<file path="src/rtl/uart_rx_cfg.sv">
// rtl/uart_rx_cfg.sv - configurable UART receiver with 2-of-3 mid-bit voting and a frame FIFO
module uart_rx_cfg #(
  parameter int DWIDTH     = 8,
  parameter int PWIDTH     = 6,
  parameter int FIFO_DEPTH = 4
) (
  input  logic                      clk,
  input  logic                      rst,
  input  logic                      s_data,
  input  logic [PWIDTH-1:0]         prescale,
  input  logic [$clog2(DWIDTH)-1:0] data_len,
  input  logic                      parity_en,
  input  logic                      parity_type,
  input  logic                      stop_bits,
  output logic [DWIDTH-1:0]         p_data,
  output logic                      data_valid,
  input  logic                      data_ready,
  output logic                      parity_error,
  output logic                      framing_error,
  output logic                      overrun
);

  localparam int LW = $clog2(DWIDTH);
  localparam int AW = $clog2(FIFO_DEPTH);
  localparam logic [PWIDTH-1:0] P_ONE  = PWIDTH'(1);
  localparam logic [PWIDTH-1:0] P_TWO  = PWIDTH'(2);
  localparam logic [LW-1:0]     B_ONE  = LW'(1);
  localparam logic [LW-1:0]     L_MAX  = LW'(DWIDTH - 1);
  localparam logic [AW-1:0]     A_ONE  = AW'(1);
  localparam logic [AW:0]       C_ONE  = (AW + 1)'(1);
  localparam logic [AW:0]       C_FULL = (AW + 1)'(FIFO_DEPTH);

  typedef enum logic [2:0] {IDLE, START, DATA, PARITY, STOP, WAIT_HIGH} state_t;

  state_t              state_q, state_d;
  logic                s_meta_q, s_sync_q, s_prev_q;
  logic [PWIDTH-1:0]   cnt_q, cnt_d, presc_q, presc_d;
  logic [LW-1:0]       bit_q, bit_d, len_q, len_d;
  logic [DWIDTH-1:0]   shreg_q, shreg_d;
  logic [1:0]          samp_q, samp_d;
  logic                pbit_q, pbit_d, ferr_q, ferr_d;
  logic                pen_q, pen_d, ptype_q, ptype_d, stop2_q, stop2_d;
  logic                perr_q, ferr_out_q, ovr_q;
  logic [DWIDTH-1:0]   mem_q [FIFO_DEPTH];
  logic [AW-1:0]       wr_ptr_q, rd_ptr_q;
  logic [AW:0]         fcnt_q;

  logic [PWIDTH-1:0]   half;
  logic                at_s0, at_s1, at_vote, at_wrap, vote, fall;
  logic                done, frame_ferr, par_bad, good, push, pop, full, ovr;
  logic [DWIDTH-1:0]   data_word;

  assign half    = presc_q >> 1;
  assign at_s0   = (cnt_q == half - P_TWO);
  assign at_s1   = (cnt_q == half - P_ONE);
  assign at_vote = (cnt_q == half);
  assign at_wrap = (cnt_q == presc_q - P_ONE);
  assign vote    = (samp_q[0] & samp_q[1]) | (samp_q[0] & s_sync_q) | (samp_q[1] & s_sync_q);
  assign fall    = s_prev_q & ~s_sync_q;

  always_comb begin
    state_d    = state_q;
    cnt_d      = at_wrap ? '0 : cnt_q + P_ONE;
    bit_d      = bit_q;
    shreg_d    = shreg_q;
    samp_d     = samp_q;
    pbit_d     = pbit_q;
    ferr_d     = ferr_q;
    presc_d    = presc_q;
    len_d      = len_q;
    pen_d      = pen_q;
    ptype_d    = ptype_q;
    stop2_d    = stop2_q;
    done       = 1'b0;
    frame_ferr = 1'b0;
    if (at_s0) samp_d[0] = s_sync_q;
    if (at_s1) samp_d[1] = s_sync_q;
    case (state_q)
      IDLE: begin
        cnt_d = '0;
        bit_d = '0;
        if (fall) begin
          state_d = START;
          presc_d = prescale;
          len_d   = data_len;
          pen_d   = parity_en;
          ptype_d = parity_type;
          stop2_d = stop_bits;
          shreg_d = '0;
          pbit_d  = 1'b0;
          ferr_d  = 1'b0;
        end
      end
      START: begin
        if (at_vote && vote) begin
          state_d = IDLE;
          cnt_d   = '0;
        end else if (at_wrap) begin
          state_d = DATA;
          bit_d   = '0;
        end
      end
      DATA: begin
        if (at_vote) shreg_d = {vote, shreg_q[DWIDTH-1:1]};
        if (at_wrap) begin
          if (bit_q == len_q) begin
            state_d = pen_q ? PARITY : STOP;
            bit_d   = '0;
          end else begin
            bit_d = bit_q + B_ONE;
          end
        end
      end
      PARITY: begin
        if (at_vote) pbit_d = vote;
        if (at_wrap) begin
          state_d = STOP;
          bit_d   = '0;
        end
      end
      STOP: begin
        // The frame finishes mid-bit so the next start edge can be caught early.
        if (at_vote) begin
          if (stop2_q && bit_q == '0) begin
            ferr_d = ~vote;
          end else begin
            done       = 1'b1;
            frame_ferr = ferr_q | ~vote;
            state_d    = frame_ferr ? WAIT_HIGH : IDLE;
            cnt_d      = '0;
          end
        end
        if (at_wrap) bit_d = bit_q + B_ONE;
      end
      WAIT_HIGH: begin
        cnt_d = '0;
        if (s_sync_q) state_d = IDLE;
      end
      default: state_d = IDLE;
    endcase
  end

  assign data_word = shreg_q >> (L_MAX - len_q);
  assign par_bad   = pen_q & ((^{shreg_q, pbit_q}) != ptype_q);
  assign good      = done & ~frame_ferr & ~par_bad;
  assign data_valid = (fcnt_q != '0);
  assign pop       = data_valid & data_ready;
  assign full      = (fcnt_q == C_FULL);
  assign push      = good & (~full | pop);
  assign ovr       = good & full & ~pop;

  always_ff @(posedge clk or negedge rst) begin
    if (!rst) begin
      s_meta_q   <= 1'b1;
      s_sync_q   <= 1'b1;
      s_prev_q   <= 1'b1;
      state_q    <= IDLE;
      cnt_q      <= '0;
      bit_q      <= '0;
      shreg_q    <= '0;
      samp_q     <= '0;
      pbit_q     <= 1'b0;
      ferr_q     <= 1'b0;
      presc_q    <= '0;
      len_q      <= '0;
      pen_q      <= 1'b0;
      ptype_q    <= 1'b0;
      stop2_q    <= 1'b0;
      perr_q     <= 1'b0;
      ferr_out_q <= 1'b0;
      ovr_q      <= 1'b0;
      wr_ptr_q   <= '0;
      rd_ptr_q   <= '0;
      fcnt_q     <= '0;
    end else begin
      s_meta_q   <= s_data;
      s_sync_q   <= s_meta_q;
      s_prev_q   <= s_sync_q;
      state_q    <= state_d;
      cnt_q      <= cnt_d;
      bit_q      <= bit_d;
      shreg_q    <= shreg_d;
      samp_q     <= samp_d;
      pbit_q     <= pbit_d;
      ferr_q     <= ferr_d;
      presc_q    <= presc_d;
      len_q      <= len_d;
      pen_q      <= pen_d;
      ptype_q    <= ptype_d;
      stop2_q    <= stop2_d;
      perr_q     <= done & ~frame_ferr & par_bad;
      ferr_out_q <= done & frame_ferr;
      ovr_q      <= ovr;
      if (push) wr_ptr_q <= wr_ptr_q + A_ONE;
      if (pop)  rd_ptr_q <= rd_ptr_q + A_ONE;
      case ({push, pop})
        2'b10:   fcnt_q <= fcnt_q + C_ONE;
        2'b01:   fcnt_q <= fcnt_q - C_ONE;
        default: fcnt_q <= fcnt_q;
      endcase
    end
  end

  always_ff @(posedge clk) begin
    if (push) mem_q[wr_ptr_q] <= data_word;
  end

  assign p_data        = data_valid ? mem_q[rd_ptr_q] : '0;
  assign parity_error  = perr_q;
  assign framing_error = ferr_out_q;
  assign overrun       = ovr_q;

endmodule
</file>
<file path="config.mk">
export PLATFORM = sky130hd
export DESIGN_NAME = uart_rx_cfg
export DESIGN_NICKNAME = d
export VERILOG_FILES = /design/src/rtl/uart_rx_cfg.sv
export SDC_FILE = /design/constraint.sdc
export NUM_CORES = 1
export LEC_CHECK = 0
export ABC_AREA = 1
export BUFFER_PORTS_ARGS = -buffer_cell sky130_fd_sc_hd__buf_2
export CORE_AREA = 2 2 125 127
export DETAILED_ROUTE_END_ITERATION = 16
export DIE_AREA = 0 0 127 129
export PLACE_DENSITY = 0.52
export SYNTH_ARGS = -nofsm -noshare
export SYNTH_HDL_FRONTEND = slang
export SYNTH_SLANG_ARGS = --single-unit
</file>
<file path="constraint.sdc">
create_clock -name clk -period 5.2 [get_ports clk]
set_input_delay 0.78 -clock clk [delete_from_list [all_inputs] [get_ports clk]]
set_output_delay 0.78 -clock clk [all_outputs]
set_load 0.01 [all_outputs]
</file>
; After elaboration in Yosys (flattened, before gate mapping)
; Memory sizes are Yosys's and may differ from the RTL's.
; Cells that the tools add are included.
[classes]
n_addsub = 10
n_mul = 0
n_div = 0
n_lt_le_gt_ge = 0
eq_ne = 27
n_shift = 1
n_mux = 42
n_bitwise = 23
reduce_logical = 18
[ops]
columns = op, count
row1 = $mux 3, 16
row2 = $mux 6, 4
row3 = $mux 8, 3
row4 = $ne 2x2->1 const B, 12
row5 = $eq 6x6->1, 3
row6 = $pmux 3 s6, 1
row7 = $pmux 6 s3, 1
row8 = $pmux 8 s2, 1
row9 = $pmux 3 s5, 1
row10 = $and 1x1->1, 13
row11 = $mux 1, 12
row12 = $eq 3x3->1 const B, 3
row13 = $reduce_xor 9->1, 1
row14 = $reduce_and 4->1, 2
row15 = $reduce_and 8->1, 1
row16 = $reduce_bool 2->1, 4
row17 = $shr 8x3->8, 1
row18 = $add 3x1->3 const B, 2
row19 = $add 6x1->6 const B, 1
row20 = $eq 3x2->1 const B, 2
row21 = $eq 6x5->1, 1
row22 = $logic_not 3->1, 2
row23 = $not 1->1, 6
row24 = $pmux 3 s2, 1
row25 = other kinds (20), 27
[totals]
reg_bits = 49
latch_bits = 0
ramBits = 32
romBits = 0
input_bits = 16
output_inout_bits = 12
wordCells = 144
mem_count = 1
[memory_table]
columns = memory, words, word_bits, rd, rd_ports_with_merged_regs, wr, line
row1 = mem_q, 4, 8, 1, 0, 1, 44  ; logic [DWIDTH-1:0] mem_q [FIFO_DEPTH];

; Longest topological paths before layout
; Gate-level depths: netlist of run 1.
[depth]
ltp_word = 14
ltp_mapped = 19
depth_no_buf = 19

; Worst setup path after synthesis of run 1
; No wires, ideal clock.
[synth_timing]
kind = register to register
start = reg cnt_q[2]
end = reg fcnt_q[2]
setup_ps = 113
t_arrival_ps = 2015
required_time_ps = 5087
path_slack_ps = 3072
stages_incl_launch_ff = 18
n_path_buf = 1
period_less_slack_ps = 2128
path_cell_list = dfrtp_1 > buf_6 > xor2_1 > nor2_2 > nand2_4 > inv_4 > nand3_4 > nor2_4 > nand2_2 > nand2_4 > inv_1 > fa_1 > inv_1 > nand2_2 > nand2_1 > nand2_1 > nand2_1 > inv_1
[synth_between]
elab_chain_len = 9
word_cells_on_any_way = 13
cone_classes = 3 x eq/ne / 5 x mux / 4 x bitwise / 1 x reduce/logical
[synth_rtl]
columns = item, line
row1 = from (decl), 37  ; logic [PWIDTH-1:0] cnt_q, cnt_d, presc_q, presc_d;
row2 = from (signal assigned), 180  ; cnt_q <= cnt_d;
row3 = $eq 6x5->1 *, 56  ; assign at_vote = (cnt_q == half);
row4 = $mux 1, 123  ; if (at_vote) begin
row5 = $mux 1, 78  ; case (state_q)
row6 = $not 1->1, 145  ; assign good = done & ~frame_ferr & ~par_bad;
row7 = $and 1x1->1 * (2 in a row), 145
row8 = $and 1x1->1 *, 149  ; assign push = good & (~full | pop);
row9 = $eq 2x1->1 / $eq 2x2->1 (equally long branches), 196  ; case ({push, pop})
row10 = $pmux 3 s2 / $reduce_bool 2->1 (equally long branches), n/a
row11 = to (signal assigned), 197  ; 2'b10: fcnt_q <= fcnt_q + C_ONE;
row12 = to (signal assigned), 198  ; 2'b01: fcnt_q <= fcnt_q - C_ONE;
row13 = to (signal assigned), 199  ; default: fcnt_q <= fcnt_q;
row14 = to (decl), 46  ; logic [AW:0] fcnt_q;
; Every way passes the cells marked *; elsewhere a longest branch is shown, timed or not.
; A chain may end at the register's enable or synchronous reset.

; Worst setup path after layout of run 1
[layout_timing]
start = reg rd_ptr_q[0]
end = out p_data[6]
[layout_between]
elab_chain_len = 2
[layout_rtl]
columns = item, line
row1 = from (decl), 45  ; logic [AW-1:0] wr_ptr_q, rd_ptr_q;
row2 = from (signal assigned), 195  ; if (pop) rd_ptr_q <= rd_ptr_q + A_ONE;
row3 = $mem_v2 4x8, n/a
row4 = $mux 8, 208  ; assign p_data = data_valid ? mem_q[rd_ptr_q] : '0;
row5 = to (decl), 15  ; output logic [DWIDTH-1:0] p_data,
; Every way passes these cells.

==> results of run 1 <==
worst paths after layout:
check	start	endpoint	slack [ns]	cells after the start
max	rd_ptr_q[0]	p_data[6]	2.49	4
min	s_meta_q	s_sync_q	0.36	0
max reg2reg	presc_q[4]	mem_q[1][1]	2.75	11
min reg2reg	s_meta_q	s_sync_q	0.36	0
max in group asynchronous	rst	len_q[1]	4.21	2
min in group asynchronous	rst	presc_q[4]	0.54	2
flip-flops by register name, summed over array words and instances, names as in the netlist, 2 cells and up:
signal,cells
bit_q,3
cnt_q,6
fcnt_q,3
len_q,3
mem_q,32
presc_q,6
rd_ptr_q,2
samp_q,2
shreg_q,8
state_q,3
wr_ptr_q,2
cell usage in the layout, fill, tap and decap left out, types with 10 or more instances in the layout:
cell	n
a21oi_1	19
buf_2	27
dfrtp_1	46
edfxtp_1	32
ha_1	12
inv_1	61
nand2_1	101
nand3_1	22
nor2_1	66
o21ai_0	43
xnor2_1	10
xor2_1	15
metal layers:
metal	part of all wire	up-vias	track usage
li1	-	1722	-
met1	0.48	1559	0.163
met2	0.47	60	0.207
met3	0.038	11	0.0324
met4	0.012	0	0.0446
met5	0	-	0
power by group:
group | switching [mW] | internal (mW) | total, mW | leakage [nW]
sequential | 0.171 | 0.796 | 0.967 | 0.949
clock | 0.293 | 0.337 | 0.630 | 0.142
combinational | 0.737 | 0.453 | 1.19 | 1.19
total | 1.20 | 1.59 | 2.79 | 2.28
cell families after synthesis:
group	count (synthesis)	synth area share
AOI/OAI and AO/OA	87	0.112
and+or+nand+nor	222	0.228
muxes	1	0.00224
adders and majority gates	14	0.0404
DFF	81	0.491
buffers and inverters	80	0.0734
xor gates and xnor gates	26	0.0527
per-stage QoR:
stage | setup slack, ns | power, mW
after floorplan | 3.07 | 1.89
after global placement | 2.81 | 2.16
after detailed placement | 2.74 | 2.18
after CTS | 2.50 | 2.82
after global routing | 2.28 | 3.04
final | 2.49 | 2.79
cell type report:
cell class | count | area, um^2
Fill cell | 1548 | 9890
Clock buffer | 9 | 225
Clock inverter | 7 | 70.1
Sequential cell | 81 | 2190
Multi-Input combinational cell | 350 | 1950
Inverter | 69 | 278
Timing Repair Buffer | 28 | 143
Tap cell | 188 | 235
==> impl_metrics.env, run 1 <==
export IMPL_ys_top_cells_by_count="nand2_1, nor2_1, inv_1, dfrtp_1, o21ai_0"
export IMPL_gp_routability_congestion=0.818
export IMPL_outcome="finished, final reports clean"
export IMPL_synth_warnings=0
export IMPL_drv_cap=0
export IMPL_synthArstFlopShare=0.605
export IMPL_power_density_nw_per_um2=548
export IMPL_area_growth_pct=14.0
export IMPL_ant_nets=0
export IMPL_overflow=0
export IMPL_synth_ff_type="dfrtp_1"
export IMPL_final_area_um2=5090
export IMPL_worstSkewPairLatency_ns=0.35
export IMPL_clock_skew_ns=0.00899
export IMPL_core_region_area_um2=15000
export IMPL_max_stage_delay_ns=0.68
export IMPL_track_usage=0.126
export IMPL_rsz0062_at_grt="false"
export IMPL_diodes=0
export IMPL_crit_slowest_cell="dfrtp_1"
export IMPL_port_buffer_count=27
export IMPL_drive_gt1_frac=0.151
export IMPL_vias=3352
export IMPL_grt_pass1_vias=3289
export IMPL_synth_area_leaders="dfrtp_1, edfxtp_1, nand2_1"
export IMPL_wire_per_inst_um=13.0
export IMPL_ys_types=47
export IMPL_dpl_hpwl_um=7130
export IMPL_cts_tree="yes"
export IMPL_synth_cells=511
export IMPL_min_period_over_period=0.522
export IMPL_syn_area_per_cell_um2=8.74
export IMPL_tns_ns=0
export IMPL_synth_most_common_cell="nand2_1"
export IMPL_grt_pass1_wl_um=16200
export IMPL_worst_pin_slew_ns=0.720
export IMPL_synth_top_area_frac=0.258
export IMPL_htreeDepth=3
export IMPL_crit_chain="inv_1 -> o21ai_0 -> a21oi_1 -> buf_2"
export IMPL_whs_ns=0.355
export IMPL_drt_wl_total_um=9520
export IMPL_final_max_slew_viol_count=0
export IMPL_final_nets=568
export IMPL_period_minus_slack_ns=2.71
export IMPL_critPathRequiredTime_ns=4.42
export IMPL_fmax_mhz=368
export IMPL_ios=28
export IMPL_first_pass_iters=4
export IMPL_yosysTopAreaCell="dfrtp_1"
export IMPL_slew_headroom=0.518
export IMPL_antenna_found_initial=0
export IMPL_layout_cells_non_filler=732
export IMPL_dp_cells=716
export IMPL_peakVddDrop_mv=0.226
export IMPL_grt_max_degree=50
export IMPL_worst_hold_path_type="register to register"
export IMPL_synth_seq_cells=81
export IMPL_setup_worst_path_class="register to output pin"
export IMPL_fin_util=0.340
export IMPL_cp_top_family="flip-flops"
export IMPL_finalHoldViolations=0
export IMPL_post_cts_setup_buffers=0
export IMPL_clock_sinks=81
export IMPL_cts_hold_buffers=0
export IMPL_syn_nets=540
export IMPL_dieWidth_um=127
export IMPL_placement_cell_area_um2=4790
export IMPL_initial_utilization=0.298
export IMPL_root_buffer="clkbuf_16"
export IMPL_crit_buf_inv=2
export IMPL_syn_area_um2=4460
export IMPL_cts_buffers=9
export IMPL_die_y_um=129
export IMPL_setup_viol=0
export IMPL_via_per_inst=4.58
export IMPL_start_kind="register"
export IMPL_crit_fanout=19
export IMPL_drt_iter0_markers=221
export IMPL_synth_enable_flop_cells=32
export IMPL_arrival_ns=1.93
export IMPL_endpoint_kind="output pin"
export IMPL_die_area_um2=16400
export IMPL_ys_seq_area_frac=0.491
export IMPL_p_leak_nw=2.28
export IMPL_clk_pin_slew_ns=0.07
export IMPL_fp_row_count=45
export IMPL_cts_resized=0
export IMPL_cts_path_max_buffers=2
export IMPL_drc=0
Note: power is estimated with default switching activity, not from simulation.
==> run 2, diff against run 1 <==
--- a/config.mk
+++ b/config.mk
@@ -5,11 +5,11 @@
 export SDC_FILE = /design/constraint.sdc
 export NUM_CORES = 1
 export LEC_CHECK = 0
-export ABC_AREA = 1
+export ABC_AREA = 0
 export BUFFER_PORTS_ARGS = -buffer_cell sky130_fd_sc_hd__buf_2
-export CORE_AREA = 2 2 125 127
+export CORE_AREA = 2 2 124 126
 export DETAILED_ROUTE_END_ITERATION = 16
-export DIE_AREA = 0 0 127 129
+export DIE_AREA = 0 0 126 128
 export PLACE_DENSITY = 0.52
 export SYNTH_ARGS = -nofsm -noshare
 export SYNTH_HDL_FRONTEND = slang
==> constraint.sdc (replaced) <==
create_clock -name clk -period 2.6 [get_ports clk]
set_input_delay 0.39 -clock clk [delete_from_list [all_inputs] [get_ports clk]]
set_output_delay 0.39 -clock clk [all_outputs]
set_load 0.01 [all_outputs]
==> run 2 against run 1 <==
  * Final cell count is 10% lower
  * Critical path depth up 6
  * The flow now finishes with violations (negative setup slack)
  * Sequential share of layout area decreased by 2.1 points
  * Routed wire length is 3.3% lower
  * Non-clock buffer count is 41 higher
  * Design area rose by 5.3%
  * Synthesized area shrank 2.3%
  * Global-route usage decreased by 0.13 points
  * Register-to-register slack worse by 2.8 ns
  * Highest routed layer unchanged
  * Flip-flop and latch count stayed put
  * Clock power rose by 130%
==> impl_metrics.env, run 2 <==
export IMPL_synth_cells=404
export IMPL_reg2regPathDepth=10
export IMPL_cts_tree="yes"
export IMPL_cts_buffers=9
export IMPL_ys_types=51
export IMPL_htreeDepth=3
export IMPL_crit_slowest_cell="xnor3_2"
export IMPL_syn_area_per_cell_um2=10.8
export IMPL_diodes=0
export IMPL_max_stage_delay_ns=0.49
export IMPL_synth_xor_area_frac=0.0935
export IMPL_grt_max_degree=27
export IMPL_drt_iter0_markers=165
export IMPL_track_usage=0.125
export IMPL_finalPower_mw=5.28
export IMPL_final_area_um2=5360
export IMPL_endpoint_kind="register"
export IMPL_crit_chain="xor2_1 -> xnor3_2 -> xnor2_4 -> a2111oi_4 -> nor2_2 -> fa_2 -> nand2b_4 -> a21o_1 -> nand2_1 -> o21ai_1"
export IMPL_p_leak_nw=2.31
export IMPL_synth_most_common_cell="nand2_1"
export IMPL_synthArstFlopShare=0.605
export IMPL_die_area_um2=16100
export IMPL_rr_endpoint="fcnt_q[2]"
export IMPL_wirelength_met1_um=4200
export IMPL_synthSimpleGateAreaFrac=0.157
export IMPL_fmax_mhz=377
export IMPL_start_kind="register"
export IMPL_critPathRequiredTime_ns=2.83
export IMPL_via_per_inst=4.66
export IMPL_synth_area_leaders="dfrtp_1, edfxtp_1, nand2_1"
export IMPL_final_common_cell="nand2_1"
export IMPL_final_nets=493
export IMPL_ios=28
export IMPL_final_max_slew_viol_count=0
export IMPL_grt_pass1_vias=3253
export IMPL_clk_pin_slew_ns=0.07
export IMPL_clock_skew_ns=0.00750
export IMPL_syn_area_um2=4360
export IMPL_setup_viol=1
export IMPL_fin_ws_ns=-0.0500
export IMPL_met3_length_um=363
export IMPL_vias=3063
export IMPL_cts_path_max_buffers=2
export IMPL_period_minus_slack_ns=2.65
export IMPL_placement_cell_area_um2=4980
export IMPL_power_density_nw_per_um2=987
export IMPL_synth_mux_area_frac=0.0826
export IMPL_fp_row_count=45
export IMPL_setup_worst_path_class="register to register"
export IMPL_synth_warnings=0
export IMPL_reg_top3="mem_q: 32 flops, shreg_q: 8 flops"
export IMPL_dp_cells=640
export IMPL_synth_top_area_frac=0.264
export IMPL_worst_hold_path_type="input port to asynchronous set/reset pin"
export IMPL_synth_enable_flop_cells=32
export IMPL_first_pass_iters=4
export IMPL_whs_ns=0.0354
export IMPL_min_period_over_period=1.02
export IMPL_core_region_area_um2=14900
export IMPL_synth_seq_cells=81
export IMPL_synth_top_family_by_area="simple AND/OR/NAND/NOR gates"
export IMPL_grt_pass1_wl_um=16000
export IMPL_area_growth_pct=22.8
export IMPL_regMostFlops="mem_q"
export IMPL_drive_gt1_frac=0.252
export IMPL_port_buffer_count=27
export IMPL_synthAdderAreaFrac=0.0413
export IMPL_place_ws_ns=0.0498
export IMPL_die_y_um=128
export IMPL_yosysTopAreaCell="dfrtp_1"
export IMPL_dieWidth_um=126
export IMPL_slew_headroom=0.634
export IMPL_drv_cap=0
export IMPL_reg2reg_slack_ns=-0.05
export IMPL_rsz0062_at_grt="true"
export IMPL_initial_utilization=0.293
export IMPL_arrival_ns=2.88
export IMPL_root_buffer="clkbuf_16"
export IMPL_syn_nets=433
export IMPL_wl_met2_um=4550
export IMPL_outcome="complete, but fails checks"
export IMPL_crit_fanout=6
export IMPL_clock_sinks=81
export IMPL_r2r_start="shreg_q[3]"
export IMPL_final_cell_mix="nand2_1, dfrtp_1, buf_4, edfxtp_1, o21ai_0"
export IMPL_ys_seq_area_frac=0.502
export IMPL_worst_pin_slew_ns=0.549
export IMPL_antenna_found_initial=0
export IMPL_worstSkewPairLatency_ns=0.35
export IMPL_wire_per_inst_um=14.0
export IMPL_synth_compound_area_share=0.0921
export IMPL_routed_top_layer="met4"
export IMPL_finalHoldViolations=0
export IMPL_overflow=0
export IMPL_drc=0
export IMPL_dpl_hpwl_um=6860
export IMPL_largest_reg_flops=32
export IMPL_ant_nets=0
export IMPL_peakVddDrop_mv=0.604
export IMPL_synth_ff_type="dfrtp_1"
export IMPL_violations="negative setup slack"
export IMPL_gp_routability_congestion=0.799
export IMPL_drt_wl_total_um=9200
export IMPL_cts_hold_buffers=0
export IMPL_layout_cells_non_filler=657
export IMPL_ys_top_cells_by_count="nand2_1, dfrtp_1, edfxtp_1, o21ai_0, xnor2_1"
## run 2: cell count changes after synthesis, moves of 9 or more
| cell | change |
|---|---|
| inv_1 | -46 |
| nor2_1 | -46 |
| nand2_1 | -34 |
| xnor2_1 | +16 |
| and2_1 | +15 |
| a21oi_1 | -12 |
| o21ai_0 | -12 |
| nand3_1 | -11 |
| clkbuf_1 | +9 |
## run 2: report_power, final
part / switching [mW] / internal, mW / leakage (nW)
registers: 0.240 / 1.55 / 0.975
logic: 1.10 / 0.976 / 1.17
clock network: 0.562 / 0.860 / 0.163
## run 2: worst max path at each step
stage                from   endpoint  slack [ns]
6_report       shreg_q[3]  fcnt_q[2]       -0.05
4_1_cts        shreg_q[0]  fcnt_q[2]        0.01
2_1_floorplan  shreg_q[1]  fcnt_q[2]       -0.02
3_3_place_gp   shreg_q[0]  fcnt_q[2]        0.08
3_5_place_dp   shreg_q[0]  fcnt_q[2]        0.05
5_1_grt        shreg_q[3]  fcnt_q[2]       -0.14
## run 2: cell type report
type	instances	area, um^2
inverters	15	56.3
fillers	1487	9510
repair buffers	69	450
clock inverters	7	106
clock buffers	9	225
well taps	188	235
multi-input cells	288	2090
flip-flops and latches	81	2190
## run 2: per-stage QoR
step                       util  TNS [ns]
final                     0.360   -0.0500
after floorplan               -   -0.0245
after global routing      0.360    -0.955
after global placement    0.335         0
after detailed placement  0.335         0
after CTS                 0.358         0
## run 2: worst max-delay path, delay by kind of cell (launching register included)
kind                     cells  cell delay [ns]
AND/OR/NAND/NOR              3             0.27
adder cells (fa/ha/maj)      1             0.36
AO/OA/AOI/OAI                3             0.60
flip-flops                   1             0.43
XOR/XNOR                     3             0.85
## run 2: what timing repair did
action	in CTS	in global routing
gates resized for setup	0	9
setup buffers	0	1
setup endpoints to repair	0	37
## run 2: kinds of logic after synthesis
group	count (synthesis)
compound gates	62
flops	81
xor+xnor	44
mux	22
buf+inv	35
fa+ha+maj	14
simple gates	146
## run 2: per-layer routing
metal / up-vias / GRT usage
met5: - / 0
met4: 0 / 0.0330
met3: 9 / 0.0413
met2: 48 / 0.215
met1: 1480 / 0.151
li1: 1526 / -
==> run 3, diff against run 2 <==
--- a/config.mk
+++ b/config.mk
@@ -6,11 +6,11 @@
 export NUM_CORES = 1
 export LEC_CHECK = 0
 export ABC_AREA = 0
-export BUFFER_PORTS_ARGS = -buffer_cell sky130_fd_sc_hd__buf_2
 export CORE_AREA = 2 2 124 126
 export DETAILED_ROUTE_END_ITERATION = 16
 export DIE_AREA = 0 0 126 128
-export PLACE_DENSITY = 0.52
+export DONT_BUFFER_PORTS = 1
+export PLACE_DENSITY = 0.5
 export SYNTH_ARGS = -nofsm -noshare
 export SYNTH_HDL_FRONTEND = slang
 export SYNTH_SLANG_ARGS = --single-unit
==> run 3 against run 2 <==
  * The run still ends with negative setup slack left
  * Highest routed layer unchanged
  * Largest cell class unchanged
  * Clock skew about the same
  * Non-clock buffer count fell by 27
  * Flip-flop and latch count unchanged
  * Sequential power about the same
  * Sequential share of layout area is 0.72 points higher
==> impl_metrics.env, run 3 (synthesis gave the netlist of run 2 again) <==
export IMPL_final_area_um2=5260
export IMPL_clock_skew_ns=0.00709
export IMPL_arrival_ns=2.87
export IMPL_drt_iter0_markers=110
export IMPL_worstSkewPairLatency_ns=0.35
export IMPL_vias=2964
export IMPL_port_buffer_count=0
export IMPL_clk_pin_slew_ns=0.07
export IMPL_drt_wl_total_um=9030
export IMPL_core_region_area_um2=14900
export IMPL_root_buffer="clkbuf_16"
export IMPL_dp_cells=609
export IMPL_overflow=0
export IMPL_setup_worst_path_class="register to register"
export IMPL_regMostFlops="mem_q"
export IMPL_cts_buffers=9
export IMPL_htreeDepth=3
export IMPL_diodes=0
export IMPL_via_per_inst=4.70
export IMPL_crit_fanout=6
export IMPL_grt_max_degree=50
export IMPL_r2r_start="shreg_q[3]"
export IMPL_drv_cap=0
export IMPL_placement_cell_area_um2=4820
export IMPL_worst_hold_path_type="input port to register"
export IMPL_final_max_slew_viol_count=0
export IMPL_min_period_over_period=1.02
export IMPL_violations="negative setup slack"
export IMPL_final_nets=466
export IMPL_power_density_nw_per_um2=1000
export IMPL_fmax_mhz=378
export IMPL_grt_util_met3=0.0359
export IMPL_rsz0062_at_grt="true"
export IMPL_grt_pass1_vias=3065
export IMPL_final_cell_mix="nand2_1, dfrtp_1, buf_4, edfxtp_1, o21ai_0"
export IMPL_busiest_layer="met2"
export IMPL_outcome="complete, but fails checks"
export IMPL_final_common_cell="nand2_1"
export IMPL_track_usage=0.120
export IMPL_largest_reg_flops=32
export IMPL_drc=0
export IMPL_use_met1=0.142
export IMPL_worst_pin_slew_ns=0.593
export IMPL_dieWidth_um=126
export IMPL_start_kind="register"
export IMPL_cts_tree="yes"
export IMPL_clock_sinks=81
export IMPL_period_minus_slack_ns=2.64
export IMPL_dpl_hpwl_um=6380
export IMPL_die_area_um2=16100
export IMPL_die_y_um=128
export IMPL_cts_path_max_buffers=2
export IMPL_ant_nets=0
export IMPL_worstHoldStart="s_data"
export IMPL_critPathRequiredTime_ns=2.83
export IMPL_grt_pass1_wl_um=15200
export IMPL_wire_per_inst_um=14.3
export IMPL_initial_utilization=0.293
export IMPL_setup_viol=1
export IMPL_gp_routability_congestion=0.830
export IMPL_p_leak_nw=2.21
export IMPL_use_met2=0.203
export IMPL_fp_row_count=45
export IMPL_fin_ws_ns=-0.0438
export IMPL_place_ws_ns=0.0515
export IMPL_finalHoldViolations=0
export IMPL_first_pass_iters=4
export IMPL_area_growth_pct=20.7
export IMPL_slew_headroom=0.604
export IMPL_layout_cells_non_filler=630
export IMPL_drive_gt1_frac=0.204
export IMPL_antenna_found_initial=0
export IMPL_ios=28
export IMPL_whs_ns=0.0403
export IMPL_peakVddDrop_mv=0.450
export IMPL_endpoint_kind="register"
export IMPL_tns_ns=-0.0438
export IMPL_crit_path_start="shreg_q[3]"
export IMPL_reg_top3="mem_q: 32 flops, shreg_q: 8 flops"
run 3: metal layers:
layer	routed length [um]	part of all wire	vias up
li1	-	-	1468
met1	4040	0.45	1439
met2	4500	0.50	45
met3	321	0.036	12
met4	168	0.019	0
met5	0	0	-
run 3: critical path, cell delays in order (launching register included):
cell and delay [ns]:
dfrtp_2 0.44, xor2_1 0.17, xnor3_2 0.50, xnor2_4 0.18, a2111oi_4 0.41, nor2_2 0.07
fa_2 0.36, nand2b_4 0.15, a21o_1 0.15, nand2_1 0.05, o21ai_1 0.05
run 3: power by group:
part	total (mW)	internal, mW	switching (mW)
sequential	1.78	1.55	0.236
clock	1.43	0.863	0.567
combinational	2.07	0.980	1.09
total	5.28	3.39	1.89
run 3: final timing paths:
kind                       slack (ns)   endpoint  cells past startpoint
min in group asynchronous        0.58  samp_q[1]                      2
hold reg to reg                  0.36   s_sync_q                      0
max in group asynchronous        1.76   s_meta_q                      2
setup / recovery                -0.04  fcnt_q[2]                     10
setup reg to reg                -0.04  fcnt_q[2]                     10
hold / removal                   0.04   s_meta_q                      0
run 3: what timing repair did:
item | CTS | global route
buffers inserted | 0 | 3
setup endpoints to repair | 0 | 37
hold buffers | 2 | 0
gates resized for setup | 0 | 14
hold endpoints to repair | 49 | 0
run 3: area by class of cell:
cell class | instances | area (um^2)
clock buffer | 9 | 225
timing repair buffer | 42 | 360
tap | 188 | 235
multi-input combinational | 288 | 2080
clock inverter | 7 | 109
sequential | 81 | 2190
fill | 1485 | 9600
inverter | 15 | 56.3
run 3: stage by stage:
| step | utilization | power (mW) |
|---|---|---|
| after CTS | 0.349 | 5.30 |
| final | 0.354 | 5.28 |
| after global placement | 0.324 | 3.81 |
| after detailed placement | 0.324 | 3.81 |
| after floorplan | - | 3.25 |
| after global routing | 0.354 | 5.68 |
